$ cat src/rtl/adder_reduce_ctrl.sv
// Burst reduction controller: sums signed samples pairwise through an external pipelined adder.
// Define ADDER_REDUCE_CNT_EN to add the per-burst sample counter on out_cnt.
module adder_reduce_ctrl #(
    parameter int unsigned BIT     = 40,
    parameter int unsigned DEPTH   = 8,
    parameter int unsigned ADD_LAT = 1
) (
    input  logic           clk,
    input  logic           rst,
    input  logic           in_valid,
    output logic           in_ready,
    input  logic [BIT-1:0] in_data,
    input  logic           in_last,
    output logic           add_valid,
    output logic [BIT-1:0] add_a,
    output logic [BIT-1:0] add_b,
    input  logic           add_res_valid,
    input  logic [BIT-1:0] add_res,
    output logic           out_valid,
    output logic [BIT-1:0] out_data
`ifdef ADDER_REDUCE_CNT_EN
    ,
    output logic [15:0]    out_cnt
`endif
);

    localparam int unsigned AW = $clog2(DEPTH);
    localparam int unsigned CW = AW + 1;

    if (DEPTH < 4 || (DEPTH & (DEPTH - 1)) != 0 || ADD_LAT == 0) begin : g_param_check
        $error("adder_reduce_ctrl: DEPTH must be a power of 2 >= 4 and ADD_LAT >= 1");
    end

    typedef enum logic [1:0] {ACCUM, DRAIN, EMIT} state_t;

    state_t          state, state_next;
    logic [BIT-1:0]  mem [DEPTH];
    logic [AW-1:0]   head, head_next;
    logic [CW-1:0]   count, count_next;
    logic [CW-1:0]   inflight, inflight_next;
    logic [CW:0]     occ_next;
    logic [AW-1:0]   wr_res, wr_in;
    logic [1:0]      pop;
    logic            in_fire, issue, emit, res_accept, issue_next;
    logic [CW-1:0]   rel [2];
    logic [BIT-1:0]  view [2];

    always_ff @(posedge clk) begin
        if (rst) state <= ACCUM;
        else     state <= state_next;
    end

    // Next state, store bookkeeping, and a look-ahead of the head pair after this cycle's writes.
    always_comb begin
        state_next = state;
        emit       = 1'b0;
        in_fire    = in_valid && in_ready;
        issue      = count >= CW'(2);
        res_accept = add_res_valid && (inflight != '0);
        case (state)
            ACCUM: if (in_fire && in_last) state_next = DRAIN;
            DRAIN: if (count == CW'(1) && inflight == '0 && !add_res_valid) state_next = EMIT;
            EMIT: begin
                emit       = 1'b1;
                state_next = ACCUM;
            end
            default: state_next = ACCUM;
        endcase

        pop           = {issue, 1'b0} + {1'b0, emit};
        count_next    = count - CW'(pop) + CW'(in_fire) + CW'(res_accept);
        inflight_next = inflight + CW'(issue) - CW'(res_accept);
        head_next     = head + AW'(pop);
        occ_next      = (CW+1)'(count_next) + (CW+1)'(inflight_next);
        issue_next    = count_next >= CW'(2);
        wr_res        = AW'(CW'(head) + count);
        wr_in         = AW'(CW'(head) + count + CW'(res_accept));

        // Result lands before the sample, so it occupies the lower position.
        for (int k = 0; k < 2; k++) begin
            rel[k] = CW'(pop) + CW'(k);
            if (rel[k] < count)                      view[k] = mem[AW'(CW'(head) + rel[k])];
            else if (rel[k] == count && res_accept)  view[k] = add_res;
            else                                     view[k] = in_data;
        end
    end

    always_ff @(posedge clk) begin
        if (res_accept) mem[wr_res] <= add_res;
        if (in_fire)    mem[wr_in]  <= in_data;
    end

    always_ff @(posedge clk) begin
        if (rst) begin
            head      <= '0;
            count     <= '0;
            inflight  <= '0;
            in_ready  <= 1'b0;
            add_valid <= 1'b0;
            add_a     <= '0;
            add_b     <= '0;
            out_valid <= 1'b0;
            out_data  <= '0;
        end else begin
            head      <= head_next;
            count     <= count_next;
            inflight  <= inflight_next;
            in_ready  <= (state_next == ACCUM) && (occ_next < (CW+1)'(DEPTH));
            add_valid <= issue_next;
            add_a     <= issue_next ? view[0] : '0;
            add_b     <= issue_next ? view[1] : '0;
            out_valid <= (state_next == EMIT);
            // Entering EMIT guarantees a single stored entry and no writes this cycle.
            if (state_next == EMIT) out_data <= mem[head];
        end
    end

`ifdef ADDER_REDUCE_CNT_EN
    logic [15:0] cnt;

    always_ff @(posedge clk) begin
        if (rst) begin
            cnt     <= '0;
            out_cnt <= '0;
        end else begin
            if (state == EMIT)  cnt <= '0;
            else if (in_fire)   cnt <= cnt + 16'd1;
            if (state_next == EMIT) out_cnt <= cnt;
        end
    end
`endif

endmodule
$ cat config.mk
export PLATFORM = sky130hd
export DESIGN_NAME = adder_reduce_ctrl
export DESIGN_NICKNAME = d
export VERILOG_FILES = /design/src/rtl/adder_reduce_ctrl.sv
export SDC_FILE = /design/constraint.sdc
export NUM_CORES = 1
export LEC_CHECK = 0
export ABC_CLOCK_PERIOD_IN_PS = 6750
export CORE_MARGIN = 2
export CORE_UTILIZATION = 50
export DETAILED_ROUTE_END_ITERATION = 6
export PLACE_DENSITY = 0.78
export SETUP_SLACK_MARGIN = 0.2
export SYNTH_ARGS = -nofsm -noshare
export SYNTH_HDL_FRONTEND = slang
export SYNTH_SLANG_ARGS = --single-unit
$ cat constraint.sdc
create_clock -name clk -period 6.75 [get_ports clk]
set_input_delay 2.025 -clock clk [delete_from_list [all_inputs] [get_ports clk]]
set_output_delay 2.025 -clock clk [all_outputs]
set_load 0.03 [all_outputs]
==> key figures <==
Pwr
  • Total chip power: 14.0 mW
  • Peak VDD IR: 0.752 mV
  • Internal: 8.22 mW
  • Comb pwr share: 0.491
  • Leakage: 10.4 nW
  • NetSw: 5.73 mW
  • Clk pwr share: 0.218
  • Sw Ratio: 0.411
  • PD cells: 438 nW/um2
  • Seq pwr share: 0.291

Status
  • Status: completed

Setup path
  • Critical path buffers and inverters: 5
  • R2r endpoint: add_b[15]$_SDFF_PP0_
  • Critical path required time: 7140 ps
  • CP max stage delay: 590 ps
  • Critical path endpoint category: flip-flop
  • R2R depth: 11
  • Crit-path leading delay family: buffers and inverters
  • Largest fanout on the critical path: 49
  • Reg2Reg Launch Point: count[2]$_SDFF_PP0_
  • Worst-path cell chain: clkdlybuf4s50_1 -> nand2_1 -> ha_1 -> inv_1 -> fa_1 -> inv_1 -> fa_1 -> xor2_1 -> inv_1 -> a311oi_4 -> buf_4 -> a2111oi_0
  • R2r setup slk: 1950 ps
  • CP max-delay cell: clkdlybuf4s50_1
  • CP startpoint kind: input port
  • WS Path Type: input port to flip-flop
  • Most frequent CP cell: inv_1
  • CP arrival: 5190 ps

Final layout
  • Fillcell total: 4159
  • Share of cells above drive strength 1: 0.348
  • Final net count: 2138
  • Area grow syn2layout: 15.3%

Synthesis
  • Register area share after synthesis: 0.447
  • Synth Flop Type: edfxtp_1
  • Ys Warns: 0
  • Yosys reg bits: 456
  • Synth Area per Inst: 13.9 um2
  • Number of synthesized flops with an enable pin: 320
  • Synth Instances: 1990
  • Main area contributors after synthesis: edfxtp_1 35%, mux4_2 20%, mux2_2 13%
  • Post-synth ARST share: 0
  • Synth unique cells: 52
  • Area leader, netlist: edfxtp_1
  • Area share of the largest cell type after synthesis: 0.348
  • Syn Nets: 2106
  • Synthesized area: 27600 um2

Route
  • Wire per inst: 30.9 um
  • First-pass DRT Iterations: 6
  • Iter 0 DRT Violations: 2517
  • Via count: 19883
  • Wire length after detailed routing: 85700 um
  • Via/cell ratio: 7.18
  • Routed Antenna Nets: 0
  • Drt drc: 0

Floorplan
  • Die ar.: 57100 um2
  • Io pins: 208
  • Initial core utilization: 0.503
  • Die Y: 239 um
  • Chip width: 239 um
  • Rows: 86
  • Core area: 54900 um2

CTS
  • CTS Buf Count: 52
  • Worst-path clk slew: 60 ps
  • Later-pin clock latency in the skew report: 610 ps
  • CTS Root Cell: clkbuf_16
  • CTS Hold Buffers Added: 0
  • CTS max path bufs: 3
  • Postcts setup bufs: 0
  • Post_cts resized: 0
  • CTS Sinks: 456
  • Htree depth: 2
  • CTS tree: done

Global route
  • First-pass GRT wire length: 127000 um
  • Vias in the first global route: 20375
  • Global Route Usage Sum: 0.298
  • Initial antenna violation count: 4
  • Largest net degree at the start of global routing: 93
  • GR Overflow Total: 0

STA
  • Final min period: 4800 ps
  • Slew headroom: 0.132
  • RSZ-0062 raised after global routing: false
  • Slew @ Worst Pin: 1300 ps
  • Tcrit/Tclk final: 0.712
  • Final setup viols: 0
  • Skew final: 13.8 ps
  • Max Clk Rate: 208 MHz
  • Final hold violation count: 0
  • Fin Setup TNS: 0 ps
  • Max-slew violation count: 0

Placement
  • Port Buffers: 207
  • HPWL after DPL: 48700 um
  • Gpl congestion: 0.823

Worst hold path
  • WHS Path Cells: 2
  • Hold path startpoint: out_data[4]$_SDFFE_PP0P_
  • Worst Hold Path EP: out_data[4]$_SDFFE_PP0P_
  • HP Class: flip-flop to flip-flop

Run
  • Max cap viols: 0
==> worst reg2reg max path, stage by stage (launching register included) <==
cell and delay, ps:
dfxtp_1 340, inv_1 130, ha_1 260, nor2b_1 440, inv_1 140, ha_1 330, inv_1 70, fa_4 1650
buf_4 450, mux4_2 230, mux2i_1 100, a2111oi_0 520
==> placed cells by master, fill, tap and decap left out, types with 43 or more instances in the layout <==
cell,Yosys,final
clkdlybuf4s50_1,0,205
edfxtp_1,320,320
nor2_1,52,48
buf_4,17,43
a2111oi_0,120,120
mux2_2,316,316
nor2b_1,53,53
mux4_2,240,240
clkbuf_16,0,53
inv_1,63,61
dfxtp_1,136,132
mux2i_1,80,80
nand2_1,86,84
==> metal layers <==
| metal | wire length (um) | vias to the layer above | track usage | share of wire |
|---|---|---|---|---|
| li1 | - | 8070 | - | - |
| met1 | 30400 | 10155 | 0.369 | 0.35 |
| met2 | 42300 | 1325 | 0.499 | 0.49 |
| met3 | 8480 | 329 | 0.0561 | 0.099 |
| met4 | 4490 | 4 | 0.155 | 0.052 |
| met5 | 22 | - | 0 | 0.00026 |
==> how the worst max path moves through the flow <==
| stage | start | end | slack [ps] | depth (start not counted) |
|---|---|---|---|---|
| after global placement | in_valid | add_b[25]$_SDFF_PP0_ | 1530 | 12 |
| after CTS | in_valid | add_b[26]$_SDFF_PP0_ | 1990 | 12 |
| after detailed placement | in_valid | add_b[26]$_SDFF_PP0_ | 1350 | 12 |
| after global routing | count[2]$_SDFF_PP0_ | add_b[17]$_SDFF_PP0_ | 1740 | 11 |
| final | in_valid | add_b[9]$_SDFF_PP0_ | 1950 | 12 |
| after floorplan | add_res_valid | mem[0][0]$_DFFE_PP_ | 300 | 5 |
==> synthesized netlist by cell type, types with 19 or more instances <==
master     count
a311oi_1      40
clkbuf_1     147
nor2b_1       53
inv_1         63
nor2_1        52
dfxtp_1      136
a31oi_1       42
ha_1          25
nand2_1       86
and4_1        40
clkbuf_2      31
mux2i_1       80
buf_2         61
mux2_2       316
a2111oi_0    120
buf_1         19
mux4_2       240
a211oi_1      39
edfxtp_1     320
==> power groups by stage <==
stage | registers, mW | clock network, mW | logic, mW
4_1_cts | 4.06 | 3.05 | 6.72
5_1_grt | 4.11 | 3.16 | 7.11
2_1_floorplan | 4.35 | 0 | 4.04
3_3_place_gp | 4.07 | 0 | 6.48
6_report | 4.06 | 3.04 | 6.85
3_5_place_dp | 4.10 | 0 | 6.68
==> metrics by stage <==
step	cells	util	setup slack, ps	hold WS [ps]	instance area (um2)
after floorplan	1990	-	299	435	27600
after global placement	2672	0.547	1530	487	30000
after detailed placement	2672	0.547	1350	493	30000
after CTS	2768	0.580	1990	502	31800
after global routing	2769	0.580	1740	516	31800
final	2770	0.580	1950	499	31800
==> sequential cells by signal (all words and copies together), names as in the netlist, 2 cells and up <==
register	cells
add_a	40
add_b	40
count	4
head	3
inflight	4
mem	320
out_data	40
state	2
==> cell type report <==
type	count	area (um2)	share of cell area
diodes	2	5.00	0.000157
clock buffers	71	1440	0.0454
clock inverters	25	370	0.0116
inverters	63	236	0.00743
multi-input cells	1196	14100	0.442
flip-flops and latches	456	12300	0.388
well taps	704	881	0.0277
repair buffers	253	2470	0.0778
==> cell families after synthesis <==
logic type / Yosys count / synth area share
mux: 641 / 0.356
flops: 456 / 0.447
buf+inv: 338 / 0.0524
compound gates: 262 / 0.0763
simple gates: 250 / 0.0486
fa+ha+maj: 31 / 0.0157
xor+xnor: 12 / 0.00489
(Power assumes the default switching activity.)
==> RTL edit 1, RTL diff (same flow settings) <==
The option `ADDER_REDUCE_CNT_EN` is turned on by a define.
--- a/src/rtl/adder_reduce_ctrl.sv
+++ b/src/rtl/adder_reduce_ctrl.sv
@@ -1,5 +1,7 @@
 // Burst reduction controller: sums signed samples pairwise through an external pipelined adder.
 // Define ADDER_REDUCE_CNT_EN to add the per-burst sample counter on out_cnt.
+`define ADDER_REDUCE_CNT_EN
+
 module adder_reduce_ctrl #(
     parameter int unsigned BIT     = 40,
     parameter int unsigned DEPTH   = 8,
Formal check against the unedited RTL (old outputs only; new: out_cnt): no difference found for any inputs over 4 cycles, from zero or initial values and one cycle with rst high; that may be too few to reach the edited logic, so the function may still have changed.
==> RTL edit 1 against the original RTL <==
- total power down 0.52%
- cell area up 2.4%
- highest routed layer unchanged
- area after synthesis up 1.7%
- non-clock buffer count up 8
- global-route usage down 0.88 points
- largest cell class unchanged
- cell count up 4.3%
- sequential power up 6.2%
- setup slack worse by 0.31 ns
- fmax down 6.0%
- sequential cell count up 32
- routed wire length down 2.2%
==> RTL edit 1: results (changes against the original RTL) <==
[critical_path]
cpPeakStageDelay_ns=0.74  ; was 0.59 ns
cpMaxStageDelayCell=a41o_4  ; was clkdlybuf4s50_1
path_max_fanout=51  ; was 49
worstPathArrival_ns=5.56  ; was 5.19 ns

[clock_network]
cts_setup_buffers=0  ; unchanged
clkSlewWorstSetupHoldPaths_ns=0.06  ; about the same
clock_latency_ns=0.63  ; was 0.61 ns
cts_max_level=2  ; unchanged
cts_root_buf=clkbuf_16  ; unchanged
cts_buffers=52  ; unchanged
cts_resized=0  ; unchanged
cts_max_path_buffers=3  ; unchanged

[global_routing]
grt.total_usage_pct=28.9  ; was 29.8%
antenna_found_initial=11  ; was 4
grt_pass1_vias=19734  ; was 20375
grt_max_degree=81  ; was 93
grt_pass1_wl_mm=124  ; was 127 mm

[detailed_routing]
wl_per_cell_um=29.0  ; was 30.9 um
vias=19290  ; was 19883
drt-pass1-iter-count=5  ; was 6
drt-initial-drc-count=2300  ; was 2517

[yosys]
ys_top_cells_by_area=edfxtp_1, mux4_2, dfxtp_1  ; was edfxtp_1, mux4_2, mux2_2
synth_common_cells=edfxtp_1, mux2_2, mux4_2  ; unchanged
seq_area_frac_synth_pct=46.2  ; was 44.7%
synth.distinct_cells=51  ; was 52
synth_nets=2145  ; was 2106
yosys_most_used_dff=edfxtp_1  ; unchanged
synth_edf_count=320  ; unchanged
synthArstFlopShare_pct=0  ; unchanged
yosysWarnings=0  ; unchanged

[finish]
drive_above_1_share_pct=30.4  ; was 34.8%
largest_reg_flops=320  ; unchanged
regMostFlops=mem  ; unchanged
nets=2210  ; was 2138

[timing]
slew_headroom_pct=20.4  ; was 13.2%
clock-skew-final_ns=0.0334  ; was 0.0138 ns

[placement]
port-buffer-count=223  ; was 207
detailed_place_hpwl_mm=47.8  ; was 48.7 mm
place_congestion=0.858  ; was 0.823

[min_path]
hold_class=reg2reg  ; unchanged

[power_and_ir_drop]
ir_drop_v=0.000373  ; was 0.000752 V
p_leak_nw=10.6  ; was 10.4 nW

[run_status]
status=finished clean  ; unchanged

==> RTL edit 1: cell types whose count changed after synthesis, sizes merged, moves of 37 or more <==
cell     before  now
clkbuf      178  120
a21oi         3   63
a211oi       39  200
a311oi       41    0
a2111oi     120    0
a31oi        42    0
inv          63   26
and4         40    0
==> RTL edit 1: metrics by stage <==
stage	setup slack (ns)	area (um^2)	instances
after floorplan	0.920	28100	2028
after global placement	1.15	30800	2787
after detailed placement	1.03	30800	2787
after CTS	1.67	32600	2885
after global routing	1.48	32600	2890
final	1.64	32600	2890
==> RTL edit 1: kinds of logic (layout without fill, tap and decap cells) <==
family | after synthesis | count (layout) | share of synthesized area (%)
AO/OA/AOI/OAI | 282 | 282 | 6.95
XOR/XNOR | 19 | 19 | 0.789
adder cells (fa/ha/maj) | 32 | 32 | 1.59
buffers and inverters | 276 | 385 | 4.27
flip-flops | 488 | 488 | 46.2
multiplexers | 643 | 643 | 35.1
other | 0 | 5 | 0
AND/OR/NAND/NOR | 288 | 288 | 5.14
==> RTL edit 1: final timing paths <==
path	from	end	slack, ns	cells after the start
max	in_valid	add_a[39]	1.64	12
min	out_cnt[9]	out_cnt[9]	0.45	2
max reg2reg	head[0]	add_a[12]	2.28	8
min reg2reg	out_cnt[9]	out_cnt[9]	0.45	2
==> RTL edit 1: power breakdown <==
| group | switching, W | internal [W] | leakage, nW | total, W |
|---|---|---|---|---|
| Sequential | 0.000416 | 0.00389 | 4.28 | 0.00431 |
| Clock | 0.00126 | 0.00180 | 0.900 | 0.00306 |
| Combinational | 0.00388 | 0.00263 | 5.42 | 0.00651 |
| Total | 0.00556 | 0.00832 | 10.6 | 0.0139 |
==> RTL edit 1: per-layer routing <==
layer / up-vias / GRT usage [%] / share of wire, %
met4: 12 / 12.3 / 3.8
met3: 242 / 6.60 / 11
met2: 1194 / 46.6 / 48
met1: 9737 / 37.9 / 37
li1: 8105 / - / -
met5: - / 0 / 0.079
==> RTL edit 1: critical path, delay by kind of cell <==
kind | cells | cell delay (ns)
adders and majority gates | 3 | 0.94
and+or+nand+nor | 1 | 0.33
buffers and inverters | 5 | 1.14
AOI/OAI and AO/OA | 2 | 0.82
xor gates and xnor gates | 1 | 0.31
==> RTL edit 1: layout make-up <==
cell class              count  area, um^2
well taps                 748         936
repair buffers            261        2580
multi-input cells        1264       14200
fillers                  4258       22700
diodes                      5        12.5
flip-flops and latches    488       13000
clock buffers              69        1500
clock inverters            29         339
inverters                  26        97.6
==> RTL edit 2, RTL diff (same flow settings) <==
Without the edit above. Encoding of `state_t`: now one-hot (3 bits for 3 states).
--- a/src/rtl/adder_reduce_ctrl.sv
+++ b/src/rtl/adder_reduce_ctrl.sv
@@ -31,7 +31,7 @@
         $error("adder_reduce_ctrl: DEPTH must be a power of 2 >= 4 and ADD_LAT >= 1");
     end
 
-    typedef enum logic [1:0] {ACCUM, DRAIN, EMIT} state_t;
+    typedef enum logic [2:0] {ACCUM = 3'b001, DRAIN = 3'b010, EMIT = 3'b100} state_t;
 
     state_t          state, state_next;
     logic [BIT-1:0]  mem [DEPTH];
Function: no difference found for any inputs over 4 cycles, from zero or initial values and one cycle with rst high; so few cycles prove little.
==> RTL edit 2 against the original RTL <==
- critical path depth down 4
- cell count down 6.8%
- setup slack worse by 0.28 ns
- sequential cell count up 1
- cell area down 2.6%
- sequential power up 1%
- total power down 4.4%
- non-clock buffer count down 6
- via count down 12%
- routed wire length down 11%
- area after synthesis down 3.0%
- clock skew up 0.020 ns
- sequential share of layout area up 1.1 points
==> RTL edit 2: results (changes against the original RTL) <==
[critical_path]
path_max_fanout=33  ; was 49
timing.rr.start=head[0]  ; was count[2]
cpMaxStageDelayCell=buf_4  ; was clkdlybuf4s50_1
cpPeakStageDelay_ns=0.64  ; was 0.59 ns
crit_family=buffers and inverters  ; unchanged
worstPathArrival_ns=5.44  ; was 5.19 ns
startpoint=add_res_valid  ; was in_valid

[yosys]
synth_common_cells=edfxtp_1, mux2_2, mux4_2  ; unchanged
yosysMostFrequentCell=edfxtp_1  ; unchanged
synth_mux_area_share_pct=38.7  ; was 35.6%
synth.distinct_cells=46  ; was 52
synth_xor_area_share_pct=0.434  ; was 0.489%
synth_compound_area_share_pct=6.30  ; was 7.63%
seq_area_frac_synth_pct=46.1  ; was 44.7%
postSynthCellCount=1786  ; was 1990
synth_fa_ha_area_share_pct=1.62  ; was 1.57%
synth_nets=1902  ; was 2106
ys_top_cells_by_area=edfxtp_1, mux4_2, mux2_2  ; unchanged

[global_routing]
grt_pass1_wl_mm=114  ; was 127 mm
grt_max_degree=81  ; was 93
antenna_found_initial=10  ; was 4
grt.total_usage_pct=27.4  ; was 29.8%

[power_and_ir_drop]
p_leak_nw=10.3  ; was 10.4 nW
p_sw_w=0.00532  ; was 0.00573 W
ir_drop_v=0.000579  ; was 0.000752 V

[finish]
nets=1969  ; was 2138
drive_above_1_share_pct=37.1  ; was 34.8%
fill_cells=3960  ; was 4159

[detailed_routing]
dr_wl_met3_mm=7.54  ; was 8.48 mm
drt_wl_total_mm=76.5  ; was 85.7 mm
wl_met2_mm=36.4  ; was 42.3 mm
met1Wirelength_mm=29.3  ; was 30.4 mm
vias=17551  ; was 19883
vias_per_cell=6.79  ; was 7.18
drt-initial-drc-count=1708  ; was 2517

[min_path]
hold_start=out_data[8]  ; was out_data[4]

[run_status]
status=finished clean  ; unchanged

[placement]
detailed_place_hpwl_mm=44.9  ; was 48.7 mm
placedCellCount=2490  ; was 2672
dpl_cell_area_um2=29300  ; was 30000 um^2
place_congestion=0.850  ; was 0.823

[timing]
clock-skew-final_ns=0.0336  ; was 0.0138 ns
slew_headroom_pct=10.3  ; was 13.2%

[clock_network]
clkSlewWorstSetupHoldPaths_ns=0.06  ; about the same
cts_buffers=49  ; was 52

RTL edit 2: cell type report:
type / count / area [um^2] / area share [%]
antenna: 2 / 5.00 / 0.0162
clock buffer: 70 / 1390 / 4.49
clock inverter: 21 / 246 / 0.795
inverter: 25 / 95.1 / 0.307
multi-input combinational: 1073 / 13600 / 43.9
sequential: 457 / 12400 / 39.9
tap: 688 / 861 / 2.78
timing repair buffer: 247 / 2410 / 7.78
RTL edit 2: cell families (layout without fill, tap and decap cells):
kind of cell,Yosys count,in the layout
fa+ha+maj,31,31
buf+inv,256,363
flops,457,457
mux,681,681
other cells,0,2
xor+xnor,10,10
compound gates,219,219
simple gates,132,132
RTL edit 2: worst paths after layout:
kind,to,slack (ns),cells past startpoint
min reg2reg,out_data[8],0.46,1
min,out_data[8],0.46,1
max reg2reg,add_b[20],2.37,8
max,mem[4][39],1.66,8
RTL edit 2: layer usage:
metal	vias up	global-route usage (%)
li1	7335	-
met1	9012	36.0
met3	221	5.08
met2	967	44.4
met5	-	0
met4	16	12.4
RTL edit 2: metrics by stage:
step	util, %	total power [W]	setup slack (ns)
floorplan	-	0.00832	1.08
global placement	55.6	0.0104	1.28
detailed placement	55.6	0.0105	1.10
CTS	58.7	0.0133	1.73
global route	58.7	0.0138	1.50
finish	58.7	0.0133	1.66
RTL edit 2: power by group through the flow:
stage | registers [W] | logic, W | clock network [W]
3_3_place_gp | 0.00411 | 0.00625 | 0
6_report | 0.00410 | 0.00646 | 0.00277
4_1_cts | 0.00409 | 0.00638 | 0.00280
3_5_place_dp | 0.00414 | 0.00634 | 0
5_1_grt | 0.00415 | 0.00675 | 0.00290
2_1_floorplan | 0.00435 | 0.00396 | 0
RTL edit 2: worst reg2reg max path, delay by kind of cell, from the launching register on:
kind | cells | cell delay, ns
adders and majority gates | 2 | 1.80
and+or+nand+nor | 1 | 0.14
DFF | 1 | 0.90
buffers and inverters | 2 | 0.56
AOI/OAI and AO/OA | 2 | 0.48
muxes | 1 | 0.36
